$ cat config.mk
export PLATFORM = sky130hd
export DESIGN_NAME = shiftreg_in
export DESIGN_NICKNAME = d
export VERILOG_FILES = /design/src/rtl/shiftreg_pkg.sv /design/src/rtl/shiftreg_in_bit_counter.sv /design/src/rtl/shiftreg_in.sv
export SDC_FILE = /design/constraint.sdc
export NUM_CORES = 1
export LEC_CHECK = 0
export CORE_AREA = 4 4 41 43
export DETAILED_ROUTE_END_ITERATION = 10
export DIE_AREA = 0 0 45 47
export MAX_ROUTING_LAYER = met4
export PLACE_DENSITY = 0.6
export RECOVER_POWER = 25
export SYNTH_ARGS = -nofsm -noshare
export SYNTH_HDL_FRONTEND = slang
export SYNTH_HIERARCHICAL = 1
export SYNTH_SLANG_ARGS = --single-unit
export TNS_END_PERCENT = 5
$ cat constraint.sdc
create_clock -name clk -period 1.5 [get_ports clk]
set_input_delay 0.225 -clock clk [delete_from_list [all_inputs] [get_ports clk]]
set_output_delay 0.225 -clock clk [all_outputs]
set_load 0.1 [all_outputs]
$ cat src/rtl/shiftreg_pkg.sv
// Shared types and serializer-facing constants for the serial-in word assembler.
package shiftreg_pkg;

  typedef enum logic [1:0] {
    IDLE  = 2'd0,
    SHIFT = 2'd1,
    DONE  = 2'd2
  } state_e;

  // The serializer loads its word in the cycle start is seen and presents
  // bit 0 on the following cycle, LSB first.
  localparam int SER_DEFAULT_WIDTH   = 4;
  localparam bit SER_LSB_FIRST       = 1'b1;
  localparam int SER_FIRST_BIT_DELAY = 1;

endpackage

$ cat src/rtl/shiftreg_in_bit_counter.sv
// Bit counter for shiftreg_in: synchronous clear, increment, and a terminal
// flag that is high while the last bit of the word is being captured.
module bit_counter #(
  parameter int WIDTH = 4
) (
  input  logic clk,
  input  logic rstb,
  input  logic clr,
  input  logic inc,
  output logic tc
);

  localparam int CW = $clog2(WIDTH) + 1;

  logic [CW-1:0] cnt_q, cnt_d;

  always_comb begin
    cnt_d = cnt_q;
    if (clr)      cnt_d = '0;
    else if (inc) cnt_d = cnt_q + 1'b1;
  end

  always_ff @(posedge clk or negedge rstb) begin
    if (!rstb) cnt_q <= '0;
    else       cnt_q <= cnt_d;
  end

  // CW bits hold WIDTH itself, so the count parks at WIDTH without wrapping.
  assign tc = (cnt_q == CW'(WIDTH - 1));

endmodule

$ cat src/rtl/shiftreg_in.sv
// Serial-in, LSB-first word assembler with IDLE/SHIFT/DONE control.
// Optional even parity tracking enabled by defining SHIFTREG_IN_PARITY_EN.
module shiftreg_in
  import shiftreg_pkg::*;
#(
  parameter int WIDTH = 4
) (
  input  logic             clk,
  input  logic             rstb,
  input  logic             ena,
  input  logic             clear,
  input  logic             start,
  input  logic             A_bit,
  output logic [WIDTH-1:0] A,
  output logic             busy,
  output logic             done,
  output logic             parity
);

  state_e           state_q, state_d;
  logic [WIDTH-1:0] a_q, a_d;
  logic             cnt_clr, cnt_inc, cnt_tc;
  logic             restart, capture;

  always_comb begin
    state_d = state_q;
    a_d     = a_q;
    cnt_clr = 1'b0;
    cnt_inc = 1'b0;
    restart = 1'b0;
    capture = 1'b0;
    if (ena) begin
      if (!clear) begin
        state_d = IDLE;
        a_d     = '0;
        cnt_clr = 1'b1;
        restart = 1'b1;
      end else begin
        unique case (state_q)
          IDLE, DONE: begin
            // DONE falls back to IDLE unless a new word starts immediately.
            state_d = IDLE;
            if (start) begin
              state_d = SHIFT;
              a_d     = '0;
              cnt_clr = 1'b1;
              restart = 1'b1;
            end
          end
          SHIFT: begin
            a_d     = {A_bit, a_q[WIDTH-1:1]};
            cnt_inc = 1'b1;
            capture = 1'b1;
            if (cnt_tc) state_d = DONE;
          end
          default: begin
            state_d = IDLE;
            a_d     = '0;
            cnt_clr = 1'b1;
            restart = 1'b1;
          end
        endcase
      end
    end
  end

  always_ff @(posedge clk or negedge rstb) begin
    if (!rstb) begin
      state_q <= IDLE;
      a_q     <= '0;
    end else begin
      state_q <= state_d;
      a_q     <= a_d;
    end
  end

  bit_counter #(.WIDTH(WIDTH)) u_bit_counter (
    .clk  (clk),
    .rstb (rstb),
    .clr  (cnt_clr),
    .inc  (cnt_inc),
    .tc   (cnt_tc)
  );

`ifdef SHIFTREG_IN_PARITY_EN
  logic par_q, par_d;

  always_comb begin
    par_d = par_q;
    if (restart)      par_d = 1'b0;
    else if (capture) par_d = par_q ^ A_bit;
  end

  always_ff @(posedge clk or negedge rstb) begin
    if (!rstb) par_q <= 1'b0;
    else       par_q <= par_d;
  end

  assign parity = par_q;
`else
  logic unused_par;
  assign unused_par = restart ^ capture;
  assign parity     = 1'b0;
`endif

  assign A    = a_q;
  assign busy = (state_q == SHIFT);
  assign done = (state_q == DONE);

endmodule

-- Word-level counts from Yosys, hierarchy flattened
Index checks and enable logic that the tools add are counted.
- bits in registers: 9
- input bits: 6
- output and inout port bits: 7
- word-level logic and storage cells: 30
- $add $sub $neg: 1
- eq/ne operators: 5
- multiplexer cells: 16
- reductions and logical operators: 5
- operator list (operator ; number):
    $mux W4 ; 2
    $pmux W4 S2 ; 1
    $mux W1 ; 7
    $mux W3 ; 2
    $mux W2 ; 2
    $pmux W2 S2 ; 1
    $reduce_and A2 Y1 ; 2
    $add A3 B1 Y3 const B ; 1
    $eq A3 B2 Y1 const B ; 1
    $ne A3 B2 Y1 const B ; 1
    $ne A3 B3 Y1 const B ; 1
    $eq A2 B1 Y1 const B ; 1
    $eq A2 B2 Y1 const B ; 1
    $logic_not A2 Y1 ; 1
    $pmux W1 S2 ; 1
    $reduce_bool A2 Y1 ; 1
    $reduce_or A2 Y1 ; 1

-- Depth between registers and ports, before layout
- word-level depth: 6
- depth in mapped cells: 5
- gate-level depth less buffers: 4

-- Hierarchy
Netlist, hierarchy kept.
- by module, submodules not included (module ; times used ; cells an instance ; area an instance (µm²) ; seq. area each (µm²)):
    shiftreg_in ; 1 ; 28 ; 351.6 ; 150.1
    bit_counter ; 1 ; 12 ; 141.4 ; 75.1

-- Least setup slack after synthesis
Ideal clock, no wire load.
- path type: register -> register
- start: register state_q[0]
- end: register state_q[0]
- arrival time: 2.136 ns
- required time: 1.427 ns
- path slack: -0.710 ns
- cell stages (with the launch flop): 4
- clock period less this slack: 2.210 ns
- path through: dfrtp_1 buf_6 nor2b_1 a221o_1
- elaborated cells on any way between the ends: 8
- RTL lines (what ; RTL line ; RTL):
    from (decl) ; shiftreg_in.sv:20 ; state_e state_q, state_d;
    from (signal assigned) ; shiftreg_in.sv:72 ; state_q <= state_d;
    $eq A2 B1 Y1 * ; n/a ;
    via busy ; shiftreg_in.sv:15 ; output logic busy,
    $pmux W2 S2 / $ne A3 B2 Y1 (equally long branches) ; n/a ;
    $mux W2 / $reduce_and A2 Y1 (equally long branches) ; n/a ;
The timed path passes the listed nets; every way through them passes the cells marked *.
A chain may end at the register's enable or synchronous reset.

-- Final worst setup path
- start: register state_q[0]
- end: output done
- cells in the longest elaborated chain, start to end: 1
- ends and longest elaborated chain (what ; RTL line ; RTL):
    $eq A2 B2 Y1 ; shiftreg_in.sv:108 ; assign done = (state_q == DONE);
    to (decl) ; shiftreg_in.sv:16 ; output logic done,
No other way between the ends.

==> impl_metrics.py <==
metrics = {
    "grt": {
        "grt_usage": 0.1280,
        "grt_pass1_vias": 382,
        "use_met2": 0.2119,
        "grt_overflow": 0,
        "met3_usage": 0.06130,
        "busiest_layer": "met2",
        "grt_max_degree": 10,
        "grt_use_met1": 0.1294,
        "grt_pass1_wl_mm": 1.814,
        "grt_antenna_before_repair": 0,
    },
    "synthesis": {
        "ys_top_cells_by_count": "dfrtp_1, a221o_1, and4bb_2",
        "ys_ff_latch": 9,
        "ys_async_sr_fraction": 1.000,
        "synth_nets": 48,
        "yosys.cell_types.count": 17,
        "synth_top_area_cell": "dfrtp_1",
        "synth.area.top_cells": "dfrtp_1, a221o_1, and4bb_2",
        "synth_area_sq_um": 493.0,
        "syn_avg_cell_area_sq_um": 12.32,
        "post-synth-top-count-cell": "dfrtp_1",
        "synth_top_area_frac": 0.4569,
        "synth_warnings": 6,
        "synth_ff_type": "dfrtp_1",
        "yosysSeqAreaShare": 0.4569,
        "synth_cells": 40,
        "synth-edff-count": 0,
    },
    "finish": {
        "num_antenna_cells": 0,
        "stdcell_area_sq_um": 704.4,
        "drive_gt1_frac": 0.2963,
        "area_growth_pct": 42.89,
        "layout.nets": 63,
    },
    "drt": {
        "wl_per_cell_um": 15.45,
        "viasPerCell": 5.493,
        "vias": 379,
        "drcViolationCount": 0,
        "drtAntennaViolNets": 0,
        "first_pass_iters": 2,
        "wl_mm": 1.066,
        "drt_iter0_markers": 8,
    },
    "power": {
        "ir_worst_vdd_mv": 0.5519,
        "power.density_nw_per_um2": 1126,
        "p_total_uw": 793.2,
        "p_leak_nw": 0.3266,
    },
    "setup_path": {
        "regToRegSetupSlack_ns": 0.10,
        "start_kind": "flop",
        "r2r_start": "state_q[1]",
        "crit_path_top_delay_cell": "dfrtp_1",
        "cp_num_buf_inv": 2,
        "cp_max_fo": 8,
        "startpoint": "state_q[0]",
        "end_kind": "output port",
        "crit_chain": "buf_6, and2b_1, buf_12",
        "max_stage_delay_ns": 0.41,
        "arrival_ns": 1.22,
        "cpLargestDelayFamily": "flip-flops",
        "worstPathRequired_ns": 1.27,
        "criticalPathCategory": "reg2out",
    },
    "sta": {
        "clock.fmax_ghz": 0.6931,
        "period_share": 0.9619,
        "skew_ns": 0.009264,
        "hold_viol": 0,
        "rsz0062_at_grt": "false",
        "setup_violations": 0,
        "finalMaxSlewViolations": 0,
        "fin_crit_ns": 1.443,
    },
    "place": {
        "placed_area_sq_um": 674.4,
        "routabilityCongestion": 0.7130,
        "dp_hpwl_um": 820.7,
        "port_buffers": 11,
    },
    "min_path": {
        "hp-class": "in2async",
    },
    "floorplan": {
        "die_w_um": 45,
        "ios": 13,
        "die_area_sq_um": 2115,
        "coreArea_sq_um": 1301,
        "start_util": 0.3788,
        "die_h_um": 47,
        "rows": 13,
    },
    "clock_network": {
        "htreeDepth": 1,
        "cts-root-buf": "clkbuf_4",
        "clk_pin_slew_worst_paths_ns": 0.06,
        "cts_tree": "built",
        "worstSkewPairLatency_ns": 0.26,
        "clockBufferDepth": 2,
        "cts_sinks": 9,
        "cts_buffers": 3,
        "cts_hold_buf": 0,
    },
    "run_status": {
        "status": "finished, final reports clean",
    },
    "job": {
        "cap_violations": 0,
    },
}
## layout by cell type, fill, tap and decap left out
cell type	n
a211oi_1	1
dlygate4sd3_1	1
nor2_1	3
and2b_1	1
a221o_1	5
and4bb_2	4
and4b_1	2
inv_1	2
buf_6	1
mux2i_1	2
nor2b_4	1
buf_4	1
buf_12	6
dfrtp_1	9
clkbuf_4	3
conb_1	1
a21oi_1	1
nor2b_1	1
ha_1	2
clkdlybuf4s50_1	4
clkbuf_1	1
a22o_1	1
xnor2_1	1
## per-stage QoR
step / utilization / std cells / setup WS [ns] / hold slack [ns] / TNS [ns]
floorplan: - / 40 / -0.008948 / -0.07059 / -0.02599
global placement: 0.5183 / 65 / -0.01778 / 0.5083 / -0.01778
detailed placement: 0.5183 / 65 / -0.09466 / 0.5420 / -0.1900
CTS: 0.5385 / 69 / 0.02168 / 0.2613 / 0
global route: 0.5413 / 69 / 0.003379 / 0.3542 / 0
finish: 0.5413 / 69 / 0.05718 / 0.3237 / 0
## cell type report
class | instances | area [sq um]
Clock buffer | 4 | 26.28
Fill cell | 115 | 596.8
Inverter | 2 | 7.507
Multi-Input combinational cell | 26 | 237.7
Sequential cell | 9 | 225.2
Tap cell | 15 | 18.77
Timing Repair Buffer | 13 | 188.9
## flip-flops by register name, summed over array words and instances, names as in the netlist
signal,flops
A,4
state_q,2
u_bit_counter/cnt_q,3
## worst paths after layout
| kind | depth (start not counted) | endpoint |
|---|---|---|
| max reg2reg | 3 | u_bit_counter/cnt_q[2] |
| min in group clk | 2 | u_bit_counter/cnt_q[1] |
| min | 1 | state_q[1] |
| min reg2reg | 2 | u_bit_counter/cnt_q[1] |
| max in group asynchronous | 1 | u_bit_counter/cnt_q[2] |
| max | 3 | done |
## report_power, final
group	internal [mW]	switching (mW)	total (mW)
sequential	0.270	0.0270	0.297
combinational	0.132	0.184	0.315
clock	0.102	0.0788	0.181
total	0.504	0.290	0.793
## layer usage
metal / part of all wire / wire length [um] / vias to the layer above
met2: 0.49 / 520 / 11
met4: 0.018 / 19 / 0
met3: 0.078 / 83 / 4
li1: - / - / 179
met5: 0 / 0 / -
met1: 0.42 / 443 / 185
## cells by family after synthesis
group                      count (synthesis)  synth area share
xor gates and xnor gates                   1           0.01777
buffers and inverters                      5           0.07615
and+or+nand+nor                           12            0.2056
adders and majority gates                  2           0.05075
AOI/OAI and AO/OA                          8            0.1447
other                                      1          0.007607
muxes                                      2           0.04061
DFF                                        9            0.4569
## what timing repair did
item,CTS,global route
endpoints found under the setup margin,0,1
setup buffers,0,0
gates resized for setup,0,1
hold endpoints to repair,0,0
Power figures use the tool's default switching activity.
